===== config.mk =====
export PLATFORM = sky130hd
export DESIGN_NAME = lsq_mem_issue
export DESIGN_NICKNAME = d
export VERILOG_FILES = /design/src/rtl/lsq_mem_issue_pkg.sv /design/src/rtl/lsq_timeout_ctr.sv /design/src/rtl/lsq_mem_issue.sv
export SDC_FILE = /design/constraint.sdc
export NUM_CORES = 1
export LEC_CHECK = 0
export CAP_MARGIN = 5
export CORE_MARGIN = 3
export CORE_UTILIZATION = 44
export CTS_CLUSTER_DIAMETER = 200
export DETAILED_ROUTE_END_ITERATION = 10
export MAX_ROUTING_LAYER = met4
export PLACE_DENSITY_LB_ADDON = 0.15
export SLEW_MARGIN = 20
export SYNTH_ARGS = -nofsm -noshare
export SYNTH_HDL_FRONTEND = slang
export SYNTH_SLANG_ARGS = --single-unit

===== constraint.sdc =====
create_clock -name clk -period 4.9 [get_ports clk]
set_input_delay 0.49 -clock clk [delete_from_list [all_inputs] [get_ports clk]]
set_output_delay 0.49 -clock clk [all_outputs]
set_load 0.02 [all_outputs]

===== src/rtl/lsq_mem_issue_pkg.sv =====
`default_nettype none
// ============================================================================
// Module   : lsq_mem_issue_pkg
// Purpose  : Shared LSQ entry layout, error codes and issue-FSM states.
// Revision : 1.0
// ============================================================================
package lsq_mem_issue_pkg;

    localparam int LSQ_PC_W    = 12;
    localparam int LSQ_ADDR_W  = 32;
    localparam int LSQ_DATA_W  = 32;

    // Entry layout {is_load, pc, addr, data}, is_load in the MSB
    localparam int DATA_LSB    = 0;
    localparam int ADDR_LSB    = DATA_LSB + LSQ_DATA_W;
    localparam int PC_LSB      = ADDR_LSB + LSQ_ADDR_W;
    localparam int IS_LOAD_BIT = PC_LSB + LSQ_PC_W;
    localparam int LSQ_ENTRY   = IS_LOAD_BIT + 1;

    localparam logic [1:0] ERR_NONE     = 2'b00;
    localparam logic [1:0] ERR_MISALIGN = 2'b01;
    localparam logic [1:0] ERR_TIMEOUT  = 2'b10;

    typedef enum logic [1:0] {
        ST_IDLE = 2'd0,
        ST_REQ  = 2'd1,
        ST_RESP = 2'd2,
        ST_WB   = 2'd3
    } state_e;

endpackage
`default_nettype wire


===== src/rtl/lsq_timeout_ctr.sv =====
`default_nettype none
// ============================================================================
// Module   : lsq_timeout_ctr
// Purpose  : Clearable wait counter; expire_o asserts at TIMEOUT-1 and holds.
// Revision : 1.0
// ============================================================================
module lsq_timeout_ctr #(
    parameter int TIMEOUT = 64
) (
    input  logic clk,
    input  logic rst,
    input  logic clr_i,
    input  logic en_i,
    output logic expire_o
);

    localparam int CW = (TIMEOUT > 1) ? $clog2(TIMEOUT) : 1;

    logic [CW-1:0] cnt_q;

    always_ff @(posedge clk) begin
        if (rst || clr_i) begin
            cnt_q <= '0;
        end else if (en_i && !expire_o) begin
            cnt_q <= cnt_q + CW'(1);
        end
    end

    assign expire_o = (cnt_q == CW'(TIMEOUT - 1));

endmodule
`default_nettype wire


===== src/rtl/lsq_mem_issue.sv =====
`default_nettype none
// ============================================================================
// Module   : lsq_mem_issue
// Purpose  : Pops the LSQ head, issues it to data memory, returns load data.
// Revision : 1.0
// ============================================================================
module lsq_mem_issue
    import lsq_mem_issue_pkg::*;
#(
    parameter int PC_WIDTH   = LSQ_PC_W,
    parameter int ADDR_WIDTH = LSQ_ADDR_W,
    parameter int DATA_WIDTH = LSQ_DATA_W,
    parameter int TIMEOUT    = 64
) (
    input  logic                                    clk,
    input  logic                                    rst,
    input  logic                                    ent_valid,
    input  logic [PC_WIDTH+ADDR_WIDTH+DATA_WIDTH:0] ent_data,
    output logic                                    ent_pop,
    input  logic                                    store_commit_ok,
    output logic                                    mem_req_valid,
    input  logic                                    mem_req_ready,
    output logic                                    mem_req_we,
    output logic [ADDR_WIDTH-1:0]                   mem_req_addr,
    output logic [DATA_WIDTH-1:0]                   mem_req_wdata,
    input  logic                                    mem_resp_valid,
    input  logic [DATA_WIDTH-1:0]                   mem_resp_rdata,
    output logic                                    wb_valid,
    input  logic                                    wb_ready,
    output logic [PC_WIDTH-1:0]                     wb_pc,
    output logic [DATA_WIDTH-1:0]                   wb_data,
    output logic                                    err_valid,
    output logic [1:0]                              err_code,
    output logic [PC_WIDTH-1:0]                     err_pc,
    output logic                                    busy
);

    // Same field order as the shared layout, sized by this instance's widths
    localparam int E_ADDR_LSB = DATA_WIDTH;
    localparam int E_PC_LSB   = E_ADDR_LSB + ADDR_WIDTH;
    localparam int E_LOAD_BIT = E_PC_LSB + PC_WIDTH;

    state_e                state_q;
    logic                  we_q;
    logic [PC_WIDTH-1:0]   pc_q;
    logic [ADDR_WIDTH-1:0] addr_q;
    logic [DATA_WIDTH-1:0] wdata_q;
    logic [DATA_WIDTH-1:0] rdata_q;
    logic                  req_valid_q;
    logic                  wb_valid_q;
    logic                  err_valid_q;
    logic [1:0]            err_code_q;
    logic [PC_WIDTH-1:0]   err_pc_q;
    logic                  busy_q;

    logic                  w_is_load;
    logic [PC_WIDTH-1:0]   w_pc;
    logic [ADDR_WIDTH-1:0] w_addr;
    logic [DATA_WIDTH-1:0] w_data;
    logic                  w_capture;
    logic                  w_misalign;
    logic                  w_expire;

    assign w_is_load  = ent_data[E_LOAD_BIT];
    assign w_pc       = ent_data[E_PC_LSB +: PC_WIDTH];
    assign w_addr     = ent_data[E_ADDR_LSB +: ADDR_WIDTH];
    assign w_data     = ent_data[0 +: DATA_WIDTH];
    assign w_misalign = (w_addr[1:0] != 2'b00);

    // Pop is combinational so the LSQ sees it in the capture cycle
    assign w_capture  = !rst && (state_q == ST_IDLE) && ent_valid
                        && (w_is_load || store_commit_ok);

    lsq_timeout_ctr #(
        .TIMEOUT (TIMEOUT)
    ) u_timeout_ctr (
        .clk      (clk),
        .rst      (rst),
        .clr_i    (state_q == ST_REQ),
        .en_i     ((state_q == ST_RESP) && !mem_resp_valid),
        .expire_o (w_expire)
    );

    always_ff @(posedge clk) begin
        if (rst) begin
            state_q     <= ST_IDLE;
            we_q        <= 1'b0;
            pc_q        <= '0;
            addr_q      <= '0;
            wdata_q     <= '0;
            rdata_q     <= '0;
            req_valid_q <= 1'b0;
            wb_valid_q  <= 1'b0;
            err_valid_q <= 1'b0;
            err_code_q  <= ERR_NONE;
            err_pc_q    <= '0;
            busy_q      <= 1'b0;
        end else begin
            err_valid_q <= 1'b0;
            err_code_q  <= ERR_NONE;
            err_pc_q    <= '0;
            case (state_q)
                ST_IDLE: begin
                    if (w_capture) begin
                        we_q    <= !w_is_load;
                        pc_q    <= w_pc;
                        addr_q  <= w_addr;
                        wdata_q <= w_data;
                        if (w_misalign) begin
                            err_valid_q <= 1'b1;
                            err_code_q  <= ERR_MISALIGN;
                            err_pc_q    <= w_pc;
                        end else begin
                            state_q     <= ST_REQ;
                            req_valid_q <= 1'b1;
                            busy_q      <= 1'b1;
                        end
                    end
                end
                ST_REQ: begin
                    if (mem_req_ready) begin
                        req_valid_q <= 1'b0;
                        if (we_q) begin
                            state_q <= ST_IDLE;
                            busy_q  <= 1'b0;
                        end else begin
                            state_q <= ST_RESP;
                        end
                    end
                end
                ST_RESP: begin
                    // A response on the last counted cycle still wins over timeout
                    if (mem_resp_valid) begin
                        rdata_q    <= mem_resp_rdata;
                        wb_valid_q <= 1'b1;
                        state_q    <= ST_WB;
                    end else if (w_expire) begin
                        err_valid_q <= 1'b1;
                        err_code_q  <= ERR_TIMEOUT;
                        err_pc_q    <= pc_q;
                        state_q     <= ST_IDLE;
                        busy_q      <= 1'b0;
                    end
                end
                ST_WB: begin
                    if (wb_ready) begin
                        wb_valid_q <= 1'b0;
                        state_q    <= ST_IDLE;
                        busy_q     <= 1'b0;
                    end
                end
                default: begin
                    state_q <= ST_IDLE;
                    busy_q  <= 1'b0;
                end
            endcase
        end
    end

    assign ent_pop       = w_capture;
    assign mem_req_valid = req_valid_q;
    assign mem_req_we    = we_q;
    assign mem_req_addr  = addr_q;
    assign mem_req_wdata = wdata_q;
    assign wb_valid      = wb_valid_q;
    assign wb_pc         = pc_q;
    assign wb_data       = rdata_q;
    assign err_valid     = err_valid_q;
    assign err_code      = err_code_q;
    assign err_pc        = err_pc_q;
    assign busy          = busy_q;

endmodule
`default_nettype wire


; Yosys cells after proc, flatten, opt, wreduce, memory -nomap -nowiden
; Cells that the tools add are included.
[word_totals]
regBits = 135
latchBits = 0
ram_bits = 0
rom_bits = 0
inputBits = 116
out_inout_bits = 128
elab_cells = 83
memories = 0
[classes]
addsub = 1
n_mul = 0
div_mod_pow = 0
order_cmp = 0
n_eq_ne = 13
shifts = 0
muxes = 35
bitwise_logic = 0
reduce_logical = 21
[ops]
columns = operator, n
row1 = $mux 12, 4
row2 = $pmux 12 s2, 1
row3 = $mux 2, 9
row4 = $mux 1, 15
row5 = $ne 2x2->1 const B, 7
row6 = $pmux 2 s4, 1
row7 = $reduce_and 7->1, 1
row8 = $add 6x1->6 const B, 1
row9 = $eq 6x6->1 const B, 1
row10 = $pmux 1 s2, 3
row11 = $reduce_bool 2->1, 3
row12 = $logic_and 1x1->1, 5
row13 = $reduce_and 5->1, 1
row14 = $eq 2x2->1 const B, 2
row15 = $logic_not 1->1, 4
row16 = $pmux 1 s4, 1
row17 = $pmux 2 s2, 1
row18 = $reduce_and 2->1, 2
row19 = $reduce_and 4->1, 1
row20 = $ne 3x2->1 const B, 1
row21 = $reduce_and 3->1, 1
row22 = $eq 2x1->1 const B, 1
row23 = $logic_not 2->1, 1
row24 = $logic_or 1x1->1, 2
row25 = $ne 2x1->1 const B, 1

; Logic depth before layout (Yosys ltp)
; Gate-level depths: netlist of run 1.
[logic_depth]
depth_word = 6
ltp_mapped = 9
mapped_depth_nobuf = 5

; Cells and area by module
; Synthesis of run 1 repeated with hierarchy kept, for this count alone.
[hier_totals]
hier_cells = 589
area_unflattened_um2 = 5106.1
[modules_own_cells]
columns = module, instances, cells_each, area_per_inst_um2, seq_area_each_um2
row1 = lsq_mem_issue, 1, 557, 4807.1, 2582.5
row2 = lsq_timeout_ctr, 1, 32, 299.0, 120.1

; Least setup slack after synthesis of run 1
; OpenSTA, ideal clock, no wires.
[synth_timing]
path_kind = input-to-output
from = in rst
to = out ent_pop
arrival_time_ps = 1513
t_required_ps = 4410
setup_slack_ps = 2897
cell_stages = 6
n_path_buf = 3
cell_sequence = buf_6 -> nand2b_4 -> or3_1 -> buf_6 -> inv_6 -> buf_2
[synth_via]
elab_chain_len = 4
[synth_lines]
columns = element, line
row1 = from (decl), lsq_mem_issue.sv:16  ; input logic rst,
row2 = $logic_not 1->1, lsq_mem_issue.sv:71  ; assign w_capture = !rst && (state_q == ST_IDLE) && ent_valid
row3 = $logic_and 1x1->1 (2 in a row), lsq_mem_issue.sv:71
row4 = $logic_and 1x1->1, lsq_mem_issue.sv:72  ; && (w_is_load || store_commit_ok);
row5 = to (decl), lsq_mem_issue.sv:19  ; output logic ent_pop,
; Every way passes these cells.

; Worst setup path in the final report of run 1
[layout_timing]
from = reg state_q[1]
to = out ent_pop
[layout_via]
elab_chain_len = 4
[layout_lines]
columns = element, line
row1 = from (decl), lsq_mem_issue.sv:43  ; state_e state_q;
row2 = from (signal assigned), lsq_mem_issue.sv:86  ; state_q <= ST_IDLE;
row3 = from (signal assigned), lsq_mem_issue.sv:114  ; state_q <= ST_REQ;
row4 = from (signal assigned), lsq_mem_issue.sv:124  ; state_q <= ST_IDLE;
row5 = $logic_not 2->1, lsq_mem_issue.sv:71
row6 = $logic_and 1x1->1 (2 in a row), lsq_mem_issue.sv:71
row7 = $logic_and 1x1->1, lsq_mem_issue.sv:72
; Every way passes these cells.

==> flow_summary.ini, run 1 <==
[status]
outcome = finished, final reports clean

[grt]
antenna_found_initial = 0
grt_max_degree = 118
grt_pass1_vias = 4764
grt_first_pass_wirelength_um = 23200
grt_usage_pct = 23.4
gr-total-overflow = 0

[yosys]
synth_seq_area_share_pct = 53.5
avgSynthCellArea_um2 = 8.44
synth-seq-cells = 135
synth_top_area_share_pct = 53.5
syn-num-nets = 715
yosys.area.top_type = dfxtp_1
ys_top_cells_by_area = dfxtp_1 (54%), nand2_1 (16%), nand3b_1 (9.5%), a21oi_1 (4.8%), nor2_1 (2.0%)
yosys_warnings = 0
synth_cell_types = 39
netlist_area_um2 = 5050
synthCells = 598

[clock_tree]
clk_transition_reported_paths_ns = 0.06
postCtsSetupRepairBufs = 0
cts_root_buf = clkbuf_16
cts_tree = done
cts_inserted_buffers = 17
htreeDepth = 4
cts_sinks = 135
clkLatencyLatePin_ns = 0.41
holdBufCountCts = 0
cts_buffer_depth = 2
ctsResizeCount = 0

[pwr]
power_leakage_nw = 3.17
powerDensity_nw_per_um2 = 358
peakVddDrop_v = 0.000251

[route]
viasPerCell = 4.98
drt_pass1_iterations = 8
ant_nets = 0
wire_per_inst_um = 15.2
totalWireLength_um = 14800
drc = 0
drt_iter0_markers = 528
vias = 4841

[finish]
fin_nets = 937
layout_common_cells = clkdlybuf4s50_1 (242), nand2_1 (221), dfxtp_1 (135)
diodes = 0
seqCellArea_um2 = 2700
finalCoreUtilization_pct = 72.8
final_cell_area_um2 = 8030
area_growth_pct = 58.9
multi_input_area_um2 = 2090
drive_above_1_share_pct = 5.52
final_common_cell = clkdlybuf4s50_1
fill_cells = 832

[setup_path]
crit_path_start_kind = flop
rr_startpoint = state_q[1]
cp_cell_sequence = or2_1 > or3_2 > inv_6 > clkdlybuf4s50_1
path_buf_inv = 2
critPathMaxFanout = 79
rr_worst_depth = 5
critPathMaxStageDelay_ns = 0.73
endpoint_kind = output pin
cp.depth = 4
r2r_slack_ns = 2.74
r2r_end = mem_req_we
cp.arrival_ns = 2.90
endpoint = ent_pop
crit_family = buffers and inverters
worstPathRequired_ns = 4.41
cpMaxStageDelayCell = clkdlybuf4s50_1
crit_start = state_q[1]
worst-setup-path-type = flop to output pin

[floorplan]
die_y_um = 113
core-area_um2 = 11000
die_w_um = 113
num_io_pins = 244
die_area_um2 = 12800
row_count = 38
start_util_pct = 45.8

[run]
drv_cap = 0

[sta]
timing.fmax_mhz = 295
tightestPinTransition_ns = 1.03
hold_viol = 0
setup_slack_ns = 1.51
finalCritPeriodShare_pct = 69.2
worst_clock_skew_ns = 0.00601
rsz0062_at_grt = false
period_minus_slack_ns = 3.39
slew_headroom_pct = 31.6
setup_viol = 0
fin_setup_tns_ns = 0
drv_slew = 0

[min_path]
holdPathStages = 2
hp-class = flop to flop

[place]
portBuffers = 243
hpwl_um = 10100
placed_area_um2 = 7440
dp_slack_ns = 1.59
routabilityCongestion = 0.815
==> final cells by class <==
type,instances,area share (%)
clock buffers,23,6.08
clock inverters,9,1.22
inverters,4,0.249
multi-input cells,415,26.0
flip-flops and latches,135,33.7
well taps,140,2.18
repair buffers,247,30.6
==> worst min-delay path by stage <==
stage                                start                     end  slack (ns)
floorplan           u_timeout_ctr.cnt_q[5]  u_timeout_ctr.cnt_q[5]        0.48
global placement               wb_data[27]             wb_data[27]        0.44
detailed placement             wb_data[27]             wb_data[27]        0.45
CTS                             wb_data[0]              wb_data[0]        0.45
global route                    wb_data[0]              wb_data[0]        0.47
finish                          wb_data[0]              wb_data[0]        0.45
==> per-stage QoR <==
| step | total power, mW | instances | hold slack (ns) |
|---|---|---|---|
| after floorplan | 1.42 | 598 | 0.479 |
| after global placement | 1.64 | 941 | 0.441 |
| after detailed placement | 1.65 | 941 | 0.448 |
| after CTS | 2.90 | 973 | 0.454 |
| after global routing | 2.99 | 973 | 0.474 |
| final | 2.87 | 973 | 0.454 |
==> worst reg2reg max path: stages (launching register included) <==
cell and delay, ns:
dfxtp_1 0.41, or2_1 0.33, or3_2 0.55, inv_6 0.45
nor2_1 0.12, a211oi_2 0.22
==> synth_stat cells, drive strengths merged <==
cell type,instances
a22oi,12
or2,5
nor3b,1
o211ai,3
a21oi,48
o31ai,1
or3,2
inv,4
or4,1
nor4,3
nand4b,1
nor2b,2
dfxtp,135
and3,2
a31oi,2
buf,20
a211o,1
a211oi,1
o21ai,3
xor2,5
a32oi,1
and3b,1
clkbuf,24
ha,1
nor2,27
nand3,2
o221ai,1
mux2i,1
nand2b,3
nand2,221
nand3b,64
==> where the power goes <==
part           internal (mW)  total (mW)  switching (mW)
logic                  0.226       0.436           0.210
registers               1.16        1.19          0.0349
clock network          0.797        1.24           0.447
==> registers in the layout, summed over array words and instances (netlist names) <==
signal and count:
err_pc 12, mem_req_valid 1, wb_pc 12, mem_req_we 1
err_valid 1, mem_req_wdata 32, state_q 2, busy 1
wb_data 32, err_code 2, wb_valid 1, u_timeout_ctr.cnt_q 6
mem_req_addr 32
==> kinds of logic after synthesis <==
kind of cell / share of synthesized area (%)
compound gates: 8.45
xor+xnor: 0.867
fa+ha+maj: 0.248
buf+inv: 5.35
flops: 53.5
mux: 0.198
simple gates: 31.4
==> per-layer routing <==
metal	GRT usage [%]	share of wire, %
met2	38.1	48
met3	7.22	8.7
met1	26.8	41
met4	9.62	2.2
met5	-	0
No activity file was read; power rests on OpenSTA's default activity.
==> inputs of run 2 (changes only) <==
- CORE_UTILIZATION: 44 -> 41
- clock period: 4.9 -> 3.2 ns (I/O delays scaled with it)
==> flow_summary.ini, run 2 (same netlist as run 1, synthesis figures left out) <==
[finish]
layout_common_cells = clkdlybuf4s50_1 (242), nand2_1 (221), dfxtp_1 (135)
drive_above_1_share_pct = 5.03
fin_nets = 939
finalCoreUtilization_pct = 68.1
diodes = 0
fill_cells = 961
multi_input_area_um2 = 2080
final_common_cell = clkdlybuf4s50_1
seqCellArea_um2 = 2700
area_growth_pct = 58.0

[route]
drc = 0
totalWireLength_um = 14600
drt_pass1_iterations = 5
ant_nets = 0
wire_per_inst_um = 14.9
viasPerCell = 4.91
vias = 4804
drt_iter0_markers = 349

[clock_tree]
cts_sinks = 135
clk_transition_reported_paths_ns = 0.05
postCtsSetupRepairBufs = 0
cts_buffer_depth = 2
cts_root_buf = clkbuf_16
cts_inserted_buffers = 17
holdBufCountCts = 0
clkLatencyLatePin_ns = 0.41
htreeDepth = 4
ctsResizeCount = 0
cts_tree = done

[setup_path]
critPathMaxStageDelay_ns = 0.71
cp.arrival_ns = 2.63
worst-setup-path-type = flop to output pin
critPathMaxFanout = 34
crit_path_start_kind = flop
endpoint_kind = output pin
worstPathRequired_ns = 2.88
cp_cell_sequence = or2_1 > or3_2 > inv_6 > clkdlybuf4s50_1
path_buf_inv = 2
crit_family = buffers and inverters
cpMaxStageDelayCell = clkdlybuf4s50_1

[sta]
rsz0062_at_grt = false
tightestPinTransition_ns = 1.03
worst_clock_skew_ns = 0.00514
drv_slew = 0
slew_headroom_pct = 31.1
timing.fmax_mhz = 339
finalCritPeriodShare_pct = 92.3
hold_viol = 0
period_minus_slack_ns = 2.95
setup_viol = 0
fin_setup_tns_ns = 0

[floorplan]
core-area_um2 = 11700
die_w_um = 117
row_count = 39
die_y_um = 117
die_area_um2 = 13700
num_io_pins = 244
start_util_pct = 43.1

[grt]
antenna_found_initial = 0
grt_max_degree = 118
gr-total-overflow = 0
grt_usage_pct = 21.4
grt_first_pass_wirelength_um = 22200
grt_pass1_vias = 4626

[run]
drv_cap = 0

[place]
portBuffers = 243
routabilityCongestion = 0.773
hpwl_um = 10200

[pwr]
powerDensity_nw_per_um2 = 529
peakVddDrop_v = 0.000456
power_leakage_nw = 3.14

[status]
outcome = finished, final reports clean

[min_path]
hp-class = input pin to flop
run 2: changes by cell type in the layout (fill, tap and decap cells not counted), sizes merged:
cell      change
clkbuf        +6
buf           +2
clkinvlp      -1
clkinv        -3
bufinv        -2
run 2: final timing paths:
check              startpoint             to  slack (ns)  depth (start not counted)
setup / recovery   state_q[1]        ent_pop        0.25                          4
hold / removal            rst  mem_req_valid        0.41                          4
setup reg to reg   state_q[1]       wb_pc[5]        0.84                          6
hold reg to reg   wb_data[14]    wb_data[14]        0.45                          2
run 2: power by group:
| part | internal, mW | switching, mW |
|---|---|---|
| sequential | 1.78 | 0.0540 |
| clock | 1.07 | 0.654 |
| combinational | 0.347 | 0.319 |
| total | 3.19 | 1.03 |
run 2: tightest hold or removal path: cells and delay by family:
family          cells  cell delay, ns
buf+inv             1            0.09
compound gates      1            0.07
simple gates        2            0.28
run 2: metrics by stage:
| step | hold WS [ns] | area [um2] | setup WS [ns] | total power, mW | instances |
|---|---|---|---|---|---|
| 2_1_floorplan | 0.412 | 5050 | 1.54 | 2.17 | 598 |
| 3_3_place_gp | 0.441 | 7450 | 0.513 | 2.52 | 946 |
| 3_5_place_dp | 0.447 | 7450 | 0.503 | 2.53 | 946 |
| 4_1_cts | 0.385 | 7980 | 0.215 | 4.27 | 978 |
| 5_1_grt | 0.401 | 7980 | 0.121 | 4.40 | 978 |
| 6_report | 0.411 | 7980 | 0.247 | 4.22 | 978 |
run 2: cell type report:
| cell class | count | share of cell area [%] |
|---|---|---|
| timing repair buffer | 249 | 31.0 |
| sequential | 135 | 33.9 |
| inverter | 4 | 0.251 |
| clock buffer | 29 | 6.40 |
| tap | 143 | 2.24 |
| multi-input combinational | 415 | 26.1 |
| clock inverter | 3 | 0.188 |
run 2: layer usage:
layer | wire [um] | vias up | global-route usage [%] | share of wire, %
met5 | 0 | - | - | 0
met4 | 201 | 0 | 7.03 | 1.4
met3 | 1290 | 12 | 9.36 | 8.8
met2 | 7380 | 180 | 35.6 | 51
met1 | 5730 | 2211 | 23.0 | 39
li1 | - | 2401 | - | -
==> inputs of run 3 (changes only) <==
- SYNTH_HIERARCHICAL: not set -> 1
==> flow_summary.ini, run 3 <==
[status]
outcome = finished, final reports clean

[sta]
slew_headroom_pct = 45.3
setup_viol = 0
timing.fmax_mhz = 400
finalCritPeriodShare_pct = 78.1
fin_setup_tns_ns = 0
tightestPinTransition_ns = 0.817
worst_clock_skew_ns = 0.00891
drv_slew = 0
hold_viol = 0
period_minus_slack_ns = 2.50
rsz0062_at_grt = false

[place]
routabilityCongestion = 0.812
hpwl_um = 10900
placed_area_um2 = 7620
portBuffers = 243
dp.cells = 959

[clock_tree]
cts_root_buf = clkbuf_16
cts_sinks = 135
holdBufCountCts = 0
clk_transition_reported_paths_ns = 0.06
cts_inserted_buffers = 17
cts_buffer_depth = 2
ctsResizeCount = 0
clkLatencyLatePin_ns = 0.41
cts_tree = done
postCtsSetupRepairBufs = 0
htreeDepth = 4

[setup_path]
crit_family = simple AND/OR/NAND/NOR gates
cp.arrival_ns = 2.18
critPathMaxStageDelay_ns = 0.63
path_buf_inv = 1
endpoint_kind = output pin
critPathMaxFanout = 15
worstPathRequired_ns = 2.88
cp_cell_sequence = or3_4 > nor2_4 > clkdlybuf4s50_1
worst-setup-path-type = flop to output pin
cpMaxStageDelayCell = clkdlybuf4s50_1
rr_worst_depth = 4
crit_path_start_kind = flop
cp.depth = 3

[floorplan]
start_util_pct = 42.2
num_io_pins = 244
core-area_um2 = 12100
die_w_um = 118
die_area_um2 = 13800
die_y_um = 118
row_count = 40

[grt]
grt_usage_pct = 22.5
grt_first_pass_wirelength_um = 24700
grt_pass1_vias = 4922
antenna_found_initial = 0
grt_max_degree = 72
gr-total-overflow = 0

[route]
ant_nets = 0
viasPerCell = 5.04
drc = 0
totalWireLength_um = 15500
drt_iter0_markers = 281
vias = 4996
wire_per_inst_um = 15.6
drt_pass1_iterations = 5

[yosys]
yosys.area.top_type = dfxtp_1
ys.flop_type = dfxtp_1
synth_top_area_share_pct = 52.9
netlist_area_um2 = 5110
yosys-top-cells-count = dfxtp_1 (135), o21ai_0 (78), nand3_1 (77)
synth_cell_types = 45
synth_edf_count = 0
ys_top_cells_by_area = dfxtp_1 (53%), nand2b_1 (8.2%), o21ai_0 (7.6%), nand3_1 (7.5%), nand2_1 (5.2%)
syn-num-nets = 706
synthArstFlopShare_pct = 0
synth.most_common_cell = dfxtp_1
avgSynthCellArea_um2 = 8.67
yosys_warnings = 6
synth-seq-cells = 135
synth_seq_area_share_pct = 52.9
synthCells = 589

[pwr]
power_leakage_nw = 2.83
powerDensity_nw_per_um2 = 517
power_mw = 4.23
peakVddDrop_v = 0.000351

[finish]
final_cell_area_um2 = 8190
final_cells = 991
fin_nets = 927
area_growth_pct = 60.3
drive_above_1_share_pct = 5.83
layout_common_cells = clkdlybuf4s50_1 (242), dfxtp_1 (135), o21ai_0 (78)
final_common_cell = clkdlybuf4s50_1
diodes = 0

[run]
drv_cap = 0

[min_path]
hp-class = input pin to flop
holdPathStages = 2
-- run 3: cell count changes in the layout (fill, tap and decap cells not counted), moves of 4 or more --
cell | previous run | this run
nand2_1 | 221 | 71
a22o_1 | 0 | 12
a22oi_1 | 12 | 0
clkbuf_1 | 8 | 4
nand3b_1 | 64 | 1
o21ai_0 | 3 | 78
xor2_1 | 5 | 0
nor2_1 | 26 | 5
nand2b_1 | 2 | 67
nand3_1 | 2 | 77
-- run 3: layer usage --
| metal | GRT usage [%] | vias to the layer above | routed length, um |
|---|---|---|---|
| met5 | - | - | 0 |
| met4 | 11.4 | 0 | 493 |
| met3 | 7.11 | 31 | 1080 |
| met2 | 34.7 | 179 | 7360 |
| met1 | 26.5 | 2312 | 6560 |
| li1 | - | 2474 | - |
-- run 3: worst paths after layout --
check	slack, ns	to	start
worst max register to register	1.19	mem_req_wdata[22]	state_q[1]
worst max-delay path	0.70	ent_pop	state_q[1]
worst min register to register	0.45	wb_data[5]	wb_data[5]
worst min-delay path	0.36	wb_valid	rst
-- run 3: report_power, final --
part,internal (mW),total [mW],leakage [nW],switching (mW)
clock,1.18,1.85,0.277,0.673
sequential,1.76,1.80,1.10,0.0437
combinational,0.305,0.578,1.45,0.273
total,3.24,4.23,2.83,0.990
-- run 3: cell type report --
class                   instances  area [um2]
repair buffers                252        2510
well taps                     168         210
flip-flops and latches        135        2700
clock inverters                 9         100
multi-input cells             399        2180
inverters                       5        18.8
fillers                      1051        3930
clock buffers                  23         468
-- run 3: through the flow --
| stage | util (%) | hold slack [ns] | setup slack, ns |
|---|---|---|---|
| floorplan | - | 0.397 | 1.47 |
| global placement | 62.9 | 0.441 | 1.01 |
| detailed placement | 62.9 | 0.449 | 1.01 |
| CTS | 67.6 | 0.342 | 0.684 |
| global route | 67.6 | 0.397 | 0.623 |
| finish | 67.6 | 0.357 | 0.700 |
-- run 3: cells by family (layout without fill, tap and decap cells) --
logic type      after synthesis  after routing  synth area share, %
fa+ha+maj                     1              1                0.245
compound gates              156            156                 17.1
buf+inv                      55            289                 4.70
mux                           2              2                0.392
flops                       135            135                 52.9
simple gates                240            240                 24.7
